<file path="src/rtl/fetch_queue_unit.sv">
// Instruction-fetch stage: PC register, combinational imem read, prefetch queue to decode.
// Define FETCH_PERF_EN to add the redirect/stall performance counters.
module fetch_queue_unit #(
  parameter int unsigned            XLEN     = 32,
  parameter int unsigned            ILEN     = 32,
  parameter logic [XLEN-1:0]        RESET_PC = '0,
  parameter int unsigned            QDEPTH   = 4,
  parameter int unsigned            PC_STEP  = 4
) (
  input  logic            clk,
  input  logic            rst,
  output logic [XLEN-1:0] imem_addr,
  output logic            imem_en,
  input  logic [ILEN-1:0] imem_rdata,
  input  logic            redirect_valid,
  input  logic [XLEN-1:0] redirect_pc,
  output logic            id_valid,
  input  logic            id_ready,
  output logic [ILEN-1:0] id_instr,
  output logic [XLEN-1:0] id_pc,
  output logic            fetch_err
`ifdef FETCH_PERF_EN
  ,
  output logic [31:0]     perf_redirects,
  output logic [31:0]     perf_stall_cycles
`endif
);

  localparam int unsigned PtrW = $clog2(QDEPTH);
  localparam int unsigned CntW = $clog2(QDEPTH) + 1;

  typedef enum logic [1:0] {StBoot, StRun, StErr} state_e;

  state_e            state_q, state_d;
  logic [XLEN-1:0]   fetch_pc_q, fetch_pc_d;
  logic [PtrW-1:0]   rd_ptr_q, rd_ptr_d, wr_ptr_q, wr_ptr_d;
  logic [CntW-1:0]   count_q, count_d;
  logic [ILEN-1:0]   instr_mem [QDEPTH];
  logic [XLEN-1:0]   pc_mem [QDEPTH];
  logic              full, push, pop;

  assign full      = (count_q == CntW'(QDEPTH));
  assign id_valid  = (count_q != '0) && (state_q != StErr);
  assign id_instr  = id_valid ? instr_mem[rd_ptr_q] : '0;
  assign id_pc     = id_valid ? pc_mem[rd_ptr_q] : '0;
  assign imem_addr = fetch_pc_q;
  assign fetch_err = (state_q == StErr);
  assign push      = imem_en;
  assign pop       = id_valid && id_ready;

  always_comb begin
    state_d    = state_q;
    fetch_pc_d = fetch_pc_q;
    rd_ptr_d   = rd_ptr_q;
    wr_ptr_d   = wr_ptr_q;
    count_d    = count_q;
    imem_en    = 1'b0;

    unique case (state_q)
      StBoot:  state_d = StRun;
      StRun:   imem_en = !full && !redirect_valid;
      StErr:   ;
      default: state_d = StBoot;
    endcase

    if (push) begin
      wr_ptr_d   = wr_ptr_q + PtrW'(1);
      fetch_pc_d = fetch_pc_q + XLEN'(PC_STEP);
    end
    if (pop) begin
      rd_ptr_d = rd_ptr_q + PtrW'(1);
    end
    if (push && !pop) begin
      count_d = count_q + CntW'(1);
    end else if (pop && !push) begin
      count_d = count_q - CntW'(1);
    end

    // A redirect discards everything, including a head popped this same cycle.
    if (redirect_valid) begin
      rd_ptr_d   = '0;
      wr_ptr_d   = '0;
      count_d    = '0;
      fetch_pc_d = redirect_pc;
      state_d    = (redirect_pc[1:0] != 2'b00) ? StErr : StRun;
    end
  end

  always_ff @(posedge clk) begin
    if (rst) begin
      state_q    <= StBoot;
      fetch_pc_q <= RESET_PC;
      rd_ptr_q   <= '0;
      wr_ptr_q   <= '0;
      count_q    <= '0;
    end else begin
      state_q    <= state_d;
      fetch_pc_q <= fetch_pc_d;
      rd_ptr_q   <= rd_ptr_d;
      wr_ptr_q   <= wr_ptr_d;
      count_q    <= count_d;
    end
  end

  always_ff @(posedge clk) begin
    if (push) begin
      instr_mem[wr_ptr_q] <= imem_rdata;
      pc_mem[wr_ptr_q]    <= fetch_pc_q;
    end
  end

`ifdef FETCH_PERF_EN
  always_ff @(posedge clk) begin
    if (rst) begin
      perf_redirects    <= '0;
      perf_stall_cycles <= '0;
    end else begin
      if (redirect_valid && (perf_redirects != '1)) begin
        perf_redirects <= perf_redirects + 32'd1;
      end
      if (id_valid && !id_ready && (perf_stall_cycles != '1)) begin
        perf_stall_cycles <= perf_stall_cycles + 32'd1;
      end
    end
  end
`endif

endmodule

</file>
<file path="config.mk">
export PLATFORM = sky130hd
export DESIGN_NAME = fetch_queue_unit
export DESIGN_NICKNAME = d
export VERILOG_FILES = /design/src/rtl/fetch_queue_unit.sv
export SDC_FILE = /design/constraint.sdc
export NUM_CORES = 1
export LEC_CHECK = 0
export ABC_AREA = 0
export CORE_MARGIN = 2
export CORE_UTILIZATION = 52
export DETAILED_ROUTE_END_ITERATION = 8
export GPL_TIMING_DRIVEN = 0
export PLACE_DENSITY_LB_ADDON = 0.15
export SLEW_MARGIN = 15
export SYNTH_ARGS = -nofsm -noshare
export SYNTH_HDL_FRONTEND = slang
export SYNTH_SLANG_ARGS = --single-unit
export TNS_END_PERCENT = 20
</file>
<file path="constraint.sdc">
create_clock -name clk -period 3.83 [get_ports clk]
set_input_delay 1.149 -clock clk [delete_from_list [all_inputs] [get_ports clk]]
set_output_delay 1.149 -clock clk [all_outputs]
set_load 0.03 [all_outputs]
</file>
==> results of run 1 <==
critical path: stages:
cell             delay (ns)
clkdlybuf4s50_1        0.59
clkbuf_1               0.43
nor2_4                 0.12
clkdlybuf4s15_2        0.33
layout make-up:
class,instances,area [um^2],share of cell area
repair buffers,170,1690,0.110
multi-input cells,331,3380,0.219
clock buffers,39,876,0.0569
diodes,1,2.50,0.000162
flip-flops and latches,299,8550,0.555
plain buffers,33,196,0.0128
clock inverters,17,220,0.0143
inverters,25,93.8,0.00609
well taps,313,392,0.0254
cells by family (layout without fill, tap and decap cells):
group           Yosys count  after routing  synth area share
simple gates            165            165            0.0874
flops                   299            299             0.703
other cells               0              1                 0
fa+ha+maj                10             10            0.0109
xor+xnor                 32             32            0.0231
mux                      76             76             0.129
buf+inv                  59            284            0.0203
compound gates           48             48            0.0264
report_power, final:
group | switching, mW | internal, mW
Combinational | 0.340 | 0.270
Clock | 1.20 | 1.94
Sequential | 0.0680 | 3.60
per-stage QoR:
step                std cells  power, mW  TNS, ns
floorplan                 689       4.05   -13.83
global placement         1168       4.34  -263.30
detailed placement       1172       4.36    -2.02
CTS                      1227       7.48    -2.56
global route             1228       7.65  -0.0363
finish                   1228       7.42        0
cell usage in the layout, fill, tap and decap left out, drive strengths merged, types with 13 or more instances in the layout:
cell | Yosys | final
dfxtp | 43 | 43
buf | 12 | 15
nor3 | 15 | 15
and2 | 72 | 72
edfxtp | 256 | 256
clkdlybuf4s50 | 0 | 102
xnor2 | 14 | 14
dlymetal6s2s | 0 | 24
nand2 | 15 | 15
nor2 | 21 | 21
inv | 25 | 25
clkdlybuf4s15 | 0 | 13
a21oi | 18 | 18
o21a | 14 | 14
xor2 | 18 | 18
mux4 | 64 | 64
clkbuf | 22 | 81
per-layer routing:
| layer | vias to the layer above | wire length [um] | track usage |
|---|---|---|---|
| met5 | - | 0 | 0 |
| met2 | 230 | 12800 | 0.352 |
| li1 | 3061 | - | - |
| met4 | 0 | 678 | 0.0603 |
| met3 | 43 | 1510 | 0.0360 |
| met1 | 3444 | 10900 | 0.297 |
registers in the layout (all words and copies together), names as in the netlist, named ones only:
name	flops
rd_ptr_q	2
instr_mem	128
pc_mem	128
count_q	3
wr_ptr_q	2
state_q	2
imem_addr	32
worst paths after layout:
check	start	to	slack [ns]	cells past startpoint
setup / recovery	redirect_valid	imem_en	0.07	4
hold / removal	wr_ptr_q[1]$_SDFFE_PP0P_	wr_ptr_q[1]$_SDFFE_PP0P_	0.52	2
setup reg to reg	count_q[0]$_SDFFE_PP0P_	count_q[2]$_SDFFE_PP0P_	1.28	10
hold reg to reg	wr_ptr_q[1]$_SDFFE_PP0P_	wr_ptr_q[1]$_SDFFE_PP0P_	0.52	2
==> flow_summary.yaml, run 1 <==
power_and_ir_drop:
  max-vdd-ir-drop_uv: 416
  p_leak_nw: 5.65
  power_density_nw_per_um2: 482
clocking:
  htree_levels: 1
  clock_path_buffers: 3
  worstSkewPairLatency_ns: 0.55
  numCtsBuffers: 30
  clk_pin_slew_ns: 0.06
  cts_tree: "done"
  cts.sinks: 299
  post_cts_resized: 63
  cts_hold_buf: 0
  post_cts_buffers: 0
  clockRootBuffer: "clkbuf_16"
sta:
  worst_pin_slew_ns: 0.638
  relSlewSlack: 0.574
  setup_slack_ns: 0.0655
  fin_skew_ns: 0.0179
  fmax_mhz: 266
  slew_viol_final: 0
  hold_violations: 0
  period_minus_slack_ns: 3.76
  setup_viol: 0
  timing.final.crit_share: 0.983
  rsz0062_at_grt: "yes"
  hold_ws_ns: 0.518
worst_setup_path:
  path_max_fanout: 10
  cp-start-kind: "input port"
  end_kind: "output pin"
  required_ns: 2.68
  crit_arrival_ns: 2.62
  critPathKind: "input port to output pin"
yosys:
  ys_seq_area_frac: 0.703
  syn_inst: 689
  synth.largest_area_cell: "edfxtp_1"
  syn_area_per_cell_um2: 17.6
  synth_edf_count: 256
  synth.area.top_cells: "edfxtp_1, mux4_2, dfxtp_1"
  synth_most_common_cell: "edfxtp_1"
  ys.flop_type: "edfxtp_1"
  synth_top_cells_by_count: "edfxtp_1, and2_1, mux4_2"
  synth_cell_types: 49
  syn-cell-area_um2: 12200
  synth-seq-cells: 299
  synthArstFlopShare: 0
  synthesis.nets: 767
  yosys_warnings: 0
  synth_top_cell_area_share: 0.632
place:
  portBuffers: 166
  dp_hpwl_um: 17000
  dp_slack_ns: -0.442
  place_area_um2: 14300
  place_congestion: 0.811
cells_and_area:
  final_util: 0.676
  drive_gt1_frac: 0.212
  final_area_um2: 15400
  fill_cells: 1556
  syn_to_final_growth_pct: 26.7
  nets: 968
global_route:
  antenna_found_initial: 1
  grt_max_degree: 36
  grt_pass1_wl_um: 40000
  grt_pass1_vias: 7097
  grt_overflow: 0
  grtUsageTotal: 0.214
drt:
  first_pass_iters: 5
  wl_per_cell_um: 21.1
  wl_um: 26000
  via_per_inst: 5.52
  drt_iter0_drc: 428
  vias: 6778
  drtAntennaViolNets: 0
  drcViolationCount: 0
flow_run:
  drv_cap: 0
floorplan:
  boundaryPins: 167
  die_x_um: 157
  num_rows: 55
  core-area_um2: 22800
  die_area_um2: 24600
  dieHeight_um: 157
  initial_core_util: 0.534
min_path:
  holdCritPathClass: "flop to flop"
run_status:
  status: "finished, final reports clean"
(Power assumes the default switching activity.)
==> inputs of run 2 (changes only) <==
--- a/config.mk
+++ b/config.mk
@@ -11,6 +11,7 @@
 export DETAILED_ROUTE_END_ITERATION = 8
 export GPL_TIMING_DRIVEN = 0
 export PLACE_DENSITY_LB_ADDON = 0.15
+export RECOVER_POWER = 50
 export SLEW_MARGIN = 15
 export SYNTH_ARGS = -nofsm -noshare
 export SYNTH_HDL_FRONTEND = slang
==> flow_summary.yaml, run 2 (synthesis results as in run 1) <==
cells_and_area:
  drive_gt1_frac: 0.211
  final_cell_mix: "edfxtp_1, clkdlybuf4s50_1, and2_1"
  regArea_um2: 8550
  nets: 968
  syn_to_final_growth_pct: 26.7
  multi_input_area_um2: 3380
  final_common_cell: "edfxtp_1"
  fill_cells: 1557
clocking:
  htree_levels: 1
  clockRootBuffer: "clkbuf_16"
  worstSkewPairLatency_ns: 0.55
  clock_path_buffers: 3
  clk_pin_slew_ns: 0.06
  cts_tree: "done"
  cts.sinks: 299
  post_cts_buffers: 0
  numCtsBuffers: 30
floorplan:
  boundaryPins: 167
  core-area_um2: 22800
  num_rows: 55
  dieHeight_um: 157
  initial_core_util: 0.534
  die_x_um: 157
  die_area_um2: 24600
power_and_ir_drop:
  p_leak_nw: 5.65
  max-vdd-ir-drop_uv: 417
  power_density_nw_per_um2: 482
  finalPower_mw: 7.42
min_path:
  holdPathStages: 2
  worstHoldStart: "wr_ptr_q[1]$_SDFFE_PP0P_"
  holdCritPathClass: "flop to flop"
  whs_endpoint: "wr_ptr_q[1]$_SDFFE_PP0P_"
sta:
  timing.final.crit_share: 0.983
  fin_skew_ns: 0.0164
  period_minus_slack_ns: 3.77
  fmax_mhz: 266
  hold_violations: 0
  rsz0062_at_grt: "yes"
  worst_pin_slew_ns: 1.00
  setup_viol: 0
  final.setup.tns_ns: 0
  setup_slack_ns: 0.0646
  slew_viol_final: 0
  relSlewSlack: 0.334
worst_setup_path:
  max_stage_delay_ns: 0.59
  rrSetupSlack_ns: 1.14
  crit_path_start: "redirect_valid"
  slowest_stage: "clkdlybuf4s50_1"
  cp-start-kind: "input port"
  regToRegEndpoint: "instr_mem[3][26]$_DFFE_PP_"
  path_max_fanout: 10
  r2r-start: "count_q[0]$_SDFFE_PP0P_"
  cp_top_family: "buffers and inverters"
  crit_buf_inv: 3
  required_ns: 2.68
  end_kind: "output pin"
  critPathKind: "input port to output pin"
  rr_worst_depth: 6
  crit_arrival_ns: 2.62
  critical_path.cell_chain: "clkdlybuf4s50_1 > clkbuf_1 > nor2_4 > clkdlybuf4s15_2"
drt:
  first_pass_iters: 5
  vias: 6791
  via_per_inst: 5.53
  drcViolationCount: 0
  wl_per_cell_um: 21.2
  drt_iter0_drc: 476
  wl_um: 26000
  drtAntennaViolNets: 0
place:
  place_congestion: 0.811
  dp_slack_ns: -0.442
  portBuffers: 166
  dp_hpwl_um: 17000
run_status:
  status: "finished, final reports clean"
global_route:
  grt_pass1_vias: 7097
  grtUsageTotal: 0.214
  antenna_found_initial: 1
  grt_max_degree: 36
  grt_overflow: 0
  grt_pass1_wl_um: 40000
flow_run:
  drv_cap: 0
run 2: what timing repair did:
item	4_1_cts	5_1_grt
hold buffers	0	0
gates resized for setup	63	84
endpoints found under the setup margin	66	58
run 2: layout make-up:
cell class	instances	share of cell area
antenna	1	0.000162
clock buffer	39	0.0569
inverter	25	0.00609
tap	313	0.0254
timing repair buffer	170	0.110
buffer	33	0.0127
multi-input combinational	331	0.219
sequential	299	0.555
clock inverter	17	0.0143
run 2: how the worst max path moves through the flow:
stage | to | slack, ns | cells past startpoint
after floorplan | instr_mem[0][0]$_DFFE_PP_ | -0.11 | 3
after global placement | instr_mem[1][16]$_DFFE_PP_ | -1.68 | 4
after detailed placement | imem_en | -0.44 | 4
after CTS | id_pc[1] | -0.17 | 5
after global routing | id_instr[12] | -0.04 | 5
final | imem_en | 0.06 | 4
run 2: worst register-to-register path: stages, from the launching register on:
cell and delay (ns):
dfxtp_1 0.42, or3b_1 0.22, buf_4 0.22, nand2_4 0.14
nor2_4 0.19, and2_2 0.84, buf_12 0.34
run 2: per-stage QoR:
stage                     hold WS (ns)   util  cells  cell area, um^2
after detailed placement         0.505  0.628   1172            14300
after CTS                        0.513  0.675   1227            15400
final                            0.515  0.676   1228            15400
after global routing             0.544  0.676   1228            15400
after floorplan                  0.466      -    689            12200
after global placement           0.474  0.624   1168            14200
run 2: routing by layer:
metal / part of all wire / wire length [um] / track usage / vias up
li1: - / - / - / 3057
met1: 0.42 / 10800 / 0.297 / 3452
met2: 0.49 / 12900 / 0.352 / 240
met3: 0.063 / 1640 / 0.0360 / 42
met4: 0.026 / 683 / 0.0603 / 0
met5: 0 / 0 / 0 / -
run 2: power breakdown:
group	internal, mW	switching, mW
Combinational	0.262	0.339
Sequential	3.60	0.0683
Clock	1.94	1.21
